File: config.mk
export PLATFORM = sky130hd
export DESIGN_NAME = mem_port_arbiter
export DESIGN_NICKNAME = d
export VERILOG_FILES = /design/src/rtl/mem_arb_pkg.sv /design/src/rtl/rr_pick.sv /design/src/rtl/mem_port_arbiter.sv
export SDC_FILE = /design/constraint.sdc
export NUM_CORES = 1
export LEC_CHECK = 0
export ABC_AREA = 1
export CAP_MARGIN = 40
export CORE_AREA = 2 2 306 308
export CTS_CLUSTER_DIAMETER = 60
export DETAILED_ROUTE_END_ITERATION = 6
export DIE_AREA = 0 0 308 310
export PLACE_DENSITY_LB_ADDON = 0.25
export SLEW_MARGIN = 5
export SYNTH_ARGS = -nofsm -noshare
export SYNTH_HDL_FRONTEND = slang
export SYNTH_HIERARCHICAL = 1
export SYNTH_SLANG_ARGS = --single-unit
File: constraint.sdc
create_clock -name clk -period 4.2 [get_ports clk]
set_input_delay 1.26 -clock clk [delete_from_list [all_inputs] [get_ports clk]]
set_output_delay 1.26 -clock clk [all_outputs]
set_load 0.05 [all_outputs]
File: src/rtl/mem_arb_pkg.sv
// Shared widths, state encoding and request payload for the memory port arbiter.
package mem_arb_pkg;

   localparam int unsigned ADDR_W = 64;
   localparam int unsigned DATA_W = 64;
   localparam int unsigned CNT_W  = 8;

   typedef enum logic [1:0] {
      IDLE  = 2'd0,
      ISSUE = 2'd1,
      WAIT  = 2'd2,
      RESP  = 2'd3
   } state_t;

   typedef struct packed {
      logic              we;
      logic [ADDR_W-1:0] addr;
      logic [DATA_W-1:0] wdata;
   } mem_req_t;

endpackage

File: src/rtl/rr_pick.sv
// Combinational round-robin picker: first set request at or above ptr, with wrap-around.
module rr_pick #(
   parameter  int unsigned NUM_REQ = 4,
   localparam int unsigned IDX_W   = $clog2(NUM_REQ)
) (
   input  logic [NUM_REQ-1:0] req,
   input  logic [IDX_W-1:0]   ptr,
   output logic [NUM_REQ-1:0] grant,
   output logic [IDX_W-1:0]   idx,
   output logic               any
);

   int unsigned k;

   always_comb begin
      grant = '0;
      idx   = '0;
      any   = 1'b0;
      k     = 0;
      for (int unsigned i = 0; i < NUM_REQ; i++) begin
         k = (32'(ptr) + i) % NUM_REQ;
         if (!any && req[k]) begin
            any      = 1'b1;
            grant[k] = 1'b1;
            idx      = IDX_W'(k);
         end
      end
   end

endmodule

File: src/rtl/mem_port_arbiter.sv
// Round-robin arbiter sharing one memory port among NUM_REQ requesters,
// with a watchdog that turns a missing memory response into an error response.
module mem_port_arbiter
   import mem_arb_pkg::*;
#(
   parameter int unsigned NUM_REQ        = 4,
   parameter int unsigned TIMEOUT_CYCLES = 16
) (
   input  logic                      clk,
   input  logic                      rst_n,
   input  logic [NUM_REQ-1:0]        arb_req_valid,
   output logic [NUM_REQ-1:0]        arb_req_ready,
   input  logic [NUM_REQ-1:0]        arb_req_we,
   input  logic [NUM_REQ*ADDR_W-1:0] arb_req_addr,
   input  logic [NUM_REQ*DATA_W-1:0] arb_req_wdata,
   output logic [NUM_REQ-1:0]        arb_rsp_valid,
   output logic                      arb_rsp_err,
   output logic [DATA_W-1:0]         arb_rsp_rdata,
   output logic                      mem_req,
   output logic                      mem_we,
   output logic [ADDR_W-1:0]         mem_addr,
   output logic [DATA_W-1:0]         mem_wdata,
   input  logic                      mem_valid,
   input  logic [DATA_W-1:0]         mem_rdata,
   output logic                      busy,
   output logic                      timeout_flag
);

   localparam int unsigned IDX_W = $clog2(NUM_REQ);

   state_t               state_q, state_d;
   logic [IDX_W-1:0]     gnt_q, gnt_d;
   logic [IDX_W-1:0]     rr_q, rr_d;
   logic [CNT_W-1:0]     cnt_q, cnt_d;
   mem_req_t             req_q, req_d;
   logic                 mem_req_q, mem_req_d;
   logic [NUM_REQ-1:0]   rsp_valid_q, rsp_valid_d;
   logic                 rsp_err_q, rsp_err_d;
   logic [DATA_W-1:0]    rsp_rdata_q, rsp_rdata_d;
   logic                 busy_q, busy_d;
   logic                 tflag_q, tflag_d;

   logic [NUM_REQ-1:0]   pick_grant;
   logic [IDX_W-1:0]     pick_idx;
   logic                 pick_any;

   rr_pick #(.NUM_REQ(NUM_REQ)) u_rr_pick (
      .req   (arb_req_valid),
      .ptr   (rr_q),
      .grant (pick_grant),
      .idx   (pick_idx),
      .any   (pick_any)
   );

   // Grant is only offered while idle; the picker only selects valid requesters.
   assign arb_req_ready = (state_q == IDLE) ? pick_grant : '0;

   always_comb begin
      state_d     = state_q;
      gnt_d       = gnt_q;
      rr_d        = rr_q;
      cnt_d       = cnt_q;
      req_d       = req_q;
      mem_req_d   = 1'b0;
      rsp_valid_d = '0;
      rsp_err_d   = 1'b0;
      rsp_rdata_d = '0;
      tflag_d     = tflag_q;
      unique case (state_q)
         IDLE: begin
            if (pick_any) begin
               gnt_d       = pick_idx;
               rr_d        = (pick_idx == IDX_W'(NUM_REQ - 1)) ? '0 : pick_idx + IDX_W'(1);
               req_d.we    = arb_req_we[pick_idx];
               req_d.addr  = arb_req_addr[ADDR_W*pick_idx +: ADDR_W];
               req_d.wdata = arb_req_wdata[DATA_W*pick_idx +: DATA_W];
               mem_req_d   = 1'b1;
               state_d     = ISSUE;
            end
         end
         ISSUE: begin
            cnt_d   = '0;
            state_d = WAIT;
         end
         WAIT: begin
            // A completion in the timeout cycle still counts as a success.
            if (mem_valid) begin
               rsp_valid_d = NUM_REQ'(1) << gnt_q;
               rsp_rdata_d = req_q.we ? '0 : mem_rdata;
               state_d     = RESP;
            end else if (cnt_q == CNT_W'(TIMEOUT_CYCLES)) begin
               rsp_valid_d = NUM_REQ'(1) << gnt_q;
               rsp_err_d   = 1'b1;
               tflag_d     = 1'b1;
               state_d     = RESP;
            end else begin
               cnt_d = cnt_q + CNT_W'(1);
            end
         end
         RESP: begin
            state_d = IDLE;
         end
         default: state_d = IDLE;
      endcase
      busy_d = (state_d != IDLE);
   end

   always_ff @(posedge clk or negedge rst_n) begin
      if (!rst_n) begin
         state_q     <= IDLE;
         gnt_q       <= '0;
         rr_q        <= '0;
         cnt_q       <= '0;
         req_q       <= '0;
         mem_req_q   <= 1'b0;
         rsp_valid_q <= '0;
         rsp_err_q   <= 1'b0;
         rsp_rdata_q <= '0;
         busy_q      <= 1'b0;
         tflag_q     <= 1'b0;
      end else begin
         state_q     <= state_d;
         gnt_q       <= gnt_d;
         rr_q        <= rr_d;
         cnt_q       <= cnt_d;
         req_q       <= req_d;
         mem_req_q   <= mem_req_d;
         rsp_valid_q <= rsp_valid_d;
         rsp_err_q   <= rsp_err_d;
         rsp_rdata_q <= rsp_rdata_d;
         busy_q      <= busy_d;
         tflag_q     <= tflag_d;
      end
   end

   assign mem_req       = mem_req_q;
   assign mem_we        = req_q.we;
   assign mem_addr      = req_q.addr;
   assign mem_wdata     = req_q.wdata;
   assign arb_rsp_valid = rsp_valid_q;
   assign arb_rsp_err   = rsp_err_q;
   assign arb_rsp_rdata = rsp_rdata_q;
   assign busy          = busy_q;
   assign timeout_flag  = tflag_q;

endmodule

* After elaboration in Yosys (flattened, before gate mapping)
Cells that the tools add are included.
** Cells by class
- $lt $le $gt $ge :: 9
- Reductions and logical operators :: 16
- Shifts and indexed selects :: 3
- Equal/unequal tests :: 7
- Bitwise operators :: 4
- Multiplexer cells :: 50
- Add/subtract/negate cells :: 5
** Operator list (count)
- variable part select 256 x 9 -> 64 bit :: 2
- 2-to-1 mux 64 bit :: 3
- 2-to-1 mux 4 bit :: 8
- 2-to-1 mux 1 bit :: 18
- 2-to-1 mux 2 bit :: 8
- 2-to-1 mux 8 bit :: 2
- case mux 8 bit (2 select lines) :: 1
- less-than comparator 2 x 3 -> 1 bit, second input constant :: 5
- bitwise OR 4 bit :: 3
- binary-select mux 1 bit (select 2 bit) :: 5
- adder 8 x 1 -> 8 bit, second input constant :: 1
- demux 1 bit (select 2 bit) :: 4
- equality test 8 x 5 -> 1 bit, second input constant :: 1
- >= comparator 2 x 1 -> 1 bit, second input constant :: 4
- case mux 2 bit (4 select lines) :: 1
- logical AND 1 bit :: 7
- equality test 2 bit, second input constant :: 3
- AND reduction 3 bit :: 2
- adder 2 x 1 -> 2 bit, second input constant :: 2
- adder 2 bit, second input constant :: 2
- != test 2 bit, second input constant :: 2
- nonzero test 2 bit :: 2
- left shift 1 x 2 -> 4 bit, first input constant :: 1
- zero test 1 bit :: 3
- other kinds (4) :: 4
** Storage, ports and cells
- Output and inout port bits :: 205
- Word-level logic and storage cells :: 107
- Flip-flop bits (word level) :: 215
- Input bits :: 587

* Longest topological paths before layout
- Depth in word-level cells :: 15
- Gate-level depth with buffers :: 17

* Cells and area by module
The synthesis kept the hierarchy.
** Modules (own cells, without submodules)
- mem_port_arbiter :: cells an instance 1542, area an instance 11573.6 um2, instances 1, sequential area each 5380.2 um2
- rr_pick :: cells an instance 74, area an instance 440.4 um2, instances 1, sequential area each 0.0 um2

* Least setup slack after synthesis
Ideal clock, no wire load.
- Path kind :: input to output
- From :: in arb_req_valid[3]
- To :: out arb_req_ready[0]
- Arrival :: 2.333 ns
- Required time :: 2.940 ns
- Path slack :: 0.607 ns
- Stages :: 9
- Buffers on the path :: 0
- Path through :: inv_1 > nand2_1 > nand3_4 > nand2_4 > nor2_1 > a21oi_1 > nand3_1 > nand2_1 > inv_1
** Between the ends
- Cells in the longest elaborated chain, start to end :: 13
- Elaborated cells on any way between the ends :: 25
- Those cells by class :: 16 x mux; 3 x bitwise; 6 x reduce/logical
** RTL lines
- start, declared :: RTL line mem_port_arbiter.sv:11 : input logic [NUM_REQ-1:0] arb_req_valid,
- binary-select mux 1 bit (select 2 bit) :: RTL line rr_pick.sv:22 : if (!any && req[k]) begin
- 2-to-1 mux 1 bit (not written as such) :: RTL line rr_pick.sv:22
- 2-to-1 mux 1 bit :: RTL line rr_pick.sv:22
- zero test 1 bit :: RTL line rr_pick.sv:22
- logical AND 1 bit :: RTL line rr_pick.sv:22
- 2-to-1 mux 1 bit :: RTL line rr_pick.sv:22
- zero test 1 bit :: RTL line rr_pick.sv:22
- logical AND 1 bit :: RTL line rr_pick.sv:22
- 2-to-1 mux 1 bit :: RTL line rr_pick.sv:22
- zero test 1 bit :: RTL line rr_pick.sv:22
- logical AND 1 bit :: RTL line rr_pick.sv:22
- 2-to-1 mux 4 bit * :: RTL line rr_pick.sv:22
- named net pick_grant[0] :: RTL line mem_port_arbiter.sv:43 : logic [NUM_REQ-1:0] pick_grant;
- 2-to-1 mux 4 bit * :: RTL line mem_port_arbiter.sv:56 : assign arb_req_ready = (state_q == IDLE) ? pick_grant : '0;
- end, declared :: RTL line mem_port_arbiter.sv:12 : output logic [NUM_REQ-1:0] arb_req_ready,
The timed path passes the listed nets; every way through them passes the cells marked *. The select of a mux whose other input is x is not followed.

* Worst setup path in the final report
- From :: in arb_req_valid[1]
- To :: out arb_req_ready[2]
The elaborated chain is that of the path after synthesis.

==> impl_metrics.json <==
{
  "status": "finished, final reports clean",
  "start_util": 0.130,
  "ys_types": 32,
  "drc_errors": 0,
  "max_stage_delay_ps": 510,
  "cap_violations": 0,
  "dpl_cell_area_um2": 21700,
  "r2r_cells": 14,
  "cp_cell_sequence": "clkdlybuf4s50_1, inv_1, nand2_1, nand3_2, buf_4, a21boi_0, a21oi_1, nand3_1, nand2_1, inv_1, buf_12",
  "numClockSinks": 215,
  "worst_hold_slack_ps": 451,
  "synth-xor-area-share": 0.000729,
  "min_period_ps": 4080,
  "crit_path_max_fanout": 5,
  "layout_common_cells": "clkdlybuf4s50_1, nor2_1, dfrtp_1",
  "io_pins": 792,
  "startpoint_type": "input pin",
  "hold_depth": 1,
  "postCtsHoldBufs": 0,
  "syn_nets": 2215,
  "die_h_um": 310,
  "drv_slew": 0,
  "yosysWarnings": 6,
  "relSlewSlack": 0.482,
  "place_hpwl_um": 51100,
  "clock_latency_ps": 550,
  "die_x_um": 308,
  "path_class": "in2out",
  "track_usage": 0.129,
  "finalInstanceArea_um2": 23000,
  "vias": 13876,
  "crit_family": "buffers and inverters",
  "drive_gt1_frac": 0.0906,
  "gp_congestion": 0.819,
  "clockBufferDepth": 3,
  "rsz0062_at_grt": "no",
  "synth_compound_area_frac": 0.196,
  "htree_levels": 2,
  "antenna_found_initial": 9,
  "cts_tree": "yes",
  "port_buffers": 791,
  "cts_buffers": 38,
  "min_path_type": "reg2reg",
  "cpMaxStageDelayCell": "clkdlybuf4s50_1",
  "fillers": 10220,
  "row_count": 112,
  "wl_um": 65900,
  "area_delta_synth_final_pct": 91.4,
  "ir_worst_vdd_v": 0.000539,
  "synth_area_um2": 12000,
  "synth-seq-cells": 215,
  "grt_overflow_total": 0,
  "route.detailed.wl_per_inst_um": 18.2,
  "postRouteAntennaNets": 0,
  "worst_pin_slew_ps": 777,
  "mostFrequentLayoutCell": "clkdlybuf4s50_1",
  "clock_skew_ps": 12.5,
  "path_buf_inv": 5,
  "cp-end-kind": "primary output",
  "hold_viol": 0,
  "path_clk_slew_ps": 50,
  "worstPathRequired_ps": 2940,
  "grt_pass1_vias": 13554,
  "synth_adder_area_share": 0.0125,
  "setup-violations-final": 0,
  "layout.nets": 3000,
  "crit_arrival_ps": 2820,
  "grt_pass1_wl_um": 91800,
  "synthCells": 1616,
  "power_density_nw_per_um2": 948,
  "synth_top_family_by_area": "simple AND/OR/NAND/NOR gates",
  "p_leak_uw": 0.00974,
  "max_freq_mhz": 245,
  "dr.pass1.iters": 5,
  "core_um2": 92500,
  "cts_root_buffer": "clkbuf_16",
  "drt_iter0_markers": 707,
  "min_period_over_period": 0.972,
  "syn_area_per_cell_um2": 7.43,
  "muxShareOfSynthArea": 0,
  "yosys.area_share.simple": 0.246,
  "die_area_um2": 95500,
  "cp.depth": 11,
  "avgViaCountPerCell": 3.82,
  "ys_seq_area_frac": 0.448,
  "grt_max_degree": 116
}
registers in the layout (all words and copies together) (netlist names), 2 cells and up:
register	count
mem_addr	64
cnt_q	8
mem_wdata	64
state_q	2
gnt_q	2
arb_rsp_valid	4
rr_q	2
arb_rsp_rdata	64
cell type report:
cell class | count | area [um^2] | share of cell area
inverters | 157 | 597 | 0.0260
flip-flops and latches | 215 | 5380 | 0.234
clock buffers | 53 | 1110 | 0.0482
diodes | 3 | 7.51 | 0.000326
well taps | 1197 | 1500 | 0.0651
multi-input cells | 1133 | 5550 | 0.241
repair buffers | 856 | 8670 | 0.377
clock inverters | 15 | 184 | 0.00800
cell families (layout without fill, tap and decap cells):
| kind of cell | Yosys count | count (layout) |
|---|---|---|
| adder cells (fa/ha/maj) | 12 | 12 |
| XOR/XNOR | 1 | 1 |
| buffers and inverters | 269 | 1081 |
| AO/OA/AOI/OAI | 405 | 405 |
| flip-flops | 215 | 215 |
| other | 0 | 3 |
| AND/OR/NAND/NOR | 714 | 715 |
synthesized netlist by cell type:
library cell	n	area (um^2)
nand3b_1	2	15.0
clkbuf_1	61	229
inv_1	154	578
a21oi_1	8	40.0
o31ai_1	2	15.0
buf_1	5	18.8
o221ai_1	61	534
buf_4	7	52.6
nand3_1	26	130
nand4_1	7	43.8
a21boi_0	4	30.0
nand3_4	1	17.5
nor2_1	410	1540
xor2_1	1	8.76
buf_2	27	135
nand2_1	189	709
dfrtp_1	215	5380
nor3_1	5	25.0
or2_2	62	388
ha_1	12	150
nor2_4	1	11.3
nand2_4	1	11.3
a31oi_1	66	413
nor3b_1	2	15.0
buf_6	12	135
o21ai_0	203	1020
nand3_2	1	10.0
clkinv_1	1	3.75
inv_2	2	7.51
o21bai_1	1	7.51
o21ai_1	60	300
nand2_2	7	43.8
where the power goes:
group | switching (uW) | internal (uW)
Sequential | 422 | 2920
Combinational | 9810 | 5400
Clock | 1210 | 2030
per-layer routing:
| metal | track usage | vias to the layer above | part of all wire | wire, um |
|---|---|---|---|---|
| met5 | 0 | - | 0.00087 | 57 |
| met4 | 0.0365 | 6 | 0.022 | 1420 |
| met3 | 0.0351 | 79 | 0.078 | 5170 |
| met2 | 0.225 | 547 | 0.49 | 32600 |
| met1 | 0.154 | 6375 | 0.40 | 26700 |
| li1 | - | 6869 | - | - |
metrics by stage:
step | cells | worst slack (ps) | TNS [ps] | total power (uW) | utilization
2_1_floorplan | 1616 | 607 | 0 | 13000 | -
3_3_place_gp | 3555 | -25.4 | -33.6 | 18800 | 0.234
3_5_place_dp | 3556 | 10.5 | 0 | 18800 | 0.234
4_1_cts | 3624 | 8.96 | 0 | 22100 | 0.248
5_1_grt | 3628 | 5.42 | 0 | 23500 | 0.249
6_report | 3629 | 117 | 0 | 21800 | 0.249
final timing paths:
| kind | start | end | slack (ps) |
|---|---|---|---|
| min in group asynchronous | rst_n | arb_rsp_rdata[51] | 740 |
| max | arb_req_valid[1] | arb_req_ready[2] | 120 |
| max in group asynchronous | rst_n | mem_addr[5] | 2630 |
| max reg2reg | rr_q[1] | mem_wdata[45] | 980 |
| min | gnt_q[1] | arb_rsp_valid[0] | 450 |
| min reg2reg | gnt_q[1] | arb_rsp_valid[0] | 450 |
what timing repair did:
action                                  CTS  global route
gates resized for setup                   0             8
endpoints found under the setup margin    0             4
buffers inserted                          0             1
Note: power is estimated with default switching activity, not from simulation.
==> patch: new RTL, same settings <==
The package constant `ADDR_W` goes from 64 to 32.
--- a/src/rtl/mem_arb_pkg.sv
+++ b/src/rtl/mem_arb_pkg.sv
@@ -1,7 +1,7 @@
 // Shared widths, state encoding and request payload for the memory port arbiter.
 package mem_arb_pkg;
 
-   localparam int unsigned ADDR_W = 64;
+   localparam int unsigned ADDR_W = 32;
    localparam int unsigned DATA_W = 64;
    localparam int unsigned CNT_W  = 8;
 
Interface: changed (resized arb_req_addr and mem_addr); port bits go from 792 to 632. No check against the original RTL was run, so the function may have changed too.
==> patch against the original RTL <==
Die area did not move; critical path depth did not move; highest routed layer unchanged; sequential power fell by 17%; final area fell by 18%; non-clock buffer count fell by 171; sequential cell count fell by 32; setup slack improved by 0.025 ns; sequential share of layout area rose by 0.99 points; largest cell class unchanged; area after synthesis fell by 16%; routed wire length fell by 19%; total power fell by 22%; synthesized cell count fell by 17%; count of clock-buffer cells in the layout fell by 34.
==> patch: results (changes against the original RTL) <==
* Run status: completed
* Critical path's largest stage delay at 0.44 ns (-0.07 ns)
* Drt initial violations at 504 (-29%)
* Met2 capacity usage during global routing at 19.3% (-3.2 points)
* Buffer share of cell area at 37.3% (-0.43 points)
* Peak supply drop at 652 uV (+21%)
* IO Port Bufs at 631 (-20%)
* Gr usage total at 11.0% (-1.9 points)
* Num CTS Buffers at 17 (-55%)
* Hpwl dp at 41700 um (-18%)
* Met3 Resource Use GR at 5.03% (+1.5 points)
* CLK BUF at 19 (-64%)
* Worst-skew pair later-pin latency at 0.50 ns (-0.05 ns)
* Layout area overhead at 85.5%
* Final Wtd Congestion at 0.764 (-6.7%)
* Layout cells sized above 1 at 10.0% (+0.99 points)
* Wire per inst at 16.9 um (-6.9%)
* Post-synth top cells: nor2_1, dfrtp_1, o21ai_0
* Synth Area in Compound Gates at 17.8% (-1.8 points)
* Cell Pwr Density at 901 mW/mm^2 (-5.0%)
* Placed inst area at 0.0182 sq mm (-16%)
* Vias in the first global route at 11785 (-13%)
* Finished Layout Cells at 3170 (-13%)
* Seq. cell area at 0.00458 sq mm (-15%)
* Clock-cell share of area at 2.95% (-2.7 points)
* Clock transition at the registers of the reported paths at 0.08 ns (+0.03 ns)
* Global Route met1 Usage at 11.9% (-3.5 points)
* Inserted Diodes at 2 (-1)
* Clk pwr share at 9.9% (-5.0 points)
* XOR/XNOR Fraction of Synth Area at 0.0865% (+0.014 points)
* Clock skew at 0.0163 ns (+0.00383 ns)
* Crit path max-delay family: simple AND/OR/NAND/NOR gates
* Buffers, non-clock at 685 (-20%)
* Post-Syn Nets at 1814 (-18%)
* Multi-input combinational cell count at 973 (-14%)
* Cell variety after synth at 31 (-3.1%)
* Final net count at 2430 (-19%)
* Sequential area share after synthesis at 45.2% (+0.45 points)
-- patch: cell types whose count changed in the layout (fill, tap and decap cells not counted), moves of 22 or more --
cell             change
a21oi_1             +53
inv_1               -56
o21ai_0             -85
o221ai_1            -61
a31oi_1             -66
clkdlybuf4s50_1    -160
or2_2               +23
dfrtp_1             -32
o211ai_1            +83
nand2_1             -86
clkbuf_16           -22
-- patch: path summary, 6_finish.rpt --
kind / cells after the start / from / endpoint / slack [ns]
worst min-delay path: 1 / timeout_flag / timeout_flag / 0.48
max in group asynchronous: 2 / rst_n / arb_rsp_rdata[60] / 2.49
worst min register to register: 1 / timeout_flag / timeout_flag / 0.48
min in group asynchronous: 1 / rst_n / mem_addr[17] / 0.76
worst max-delay path: 11 / arb_req_valid[1] / arb_req_ready[0] / 0.14
worst max register to register: 15 / rr_q[1] / mem_wdata[2] / 1.05
-- patch: per-layer routing --
metal  routed length [um]  vias up
met3                 5250       34
met5                   13        -
met1                20900     5137
li1                     -     5571
met4                  775        2
met2                26600      421
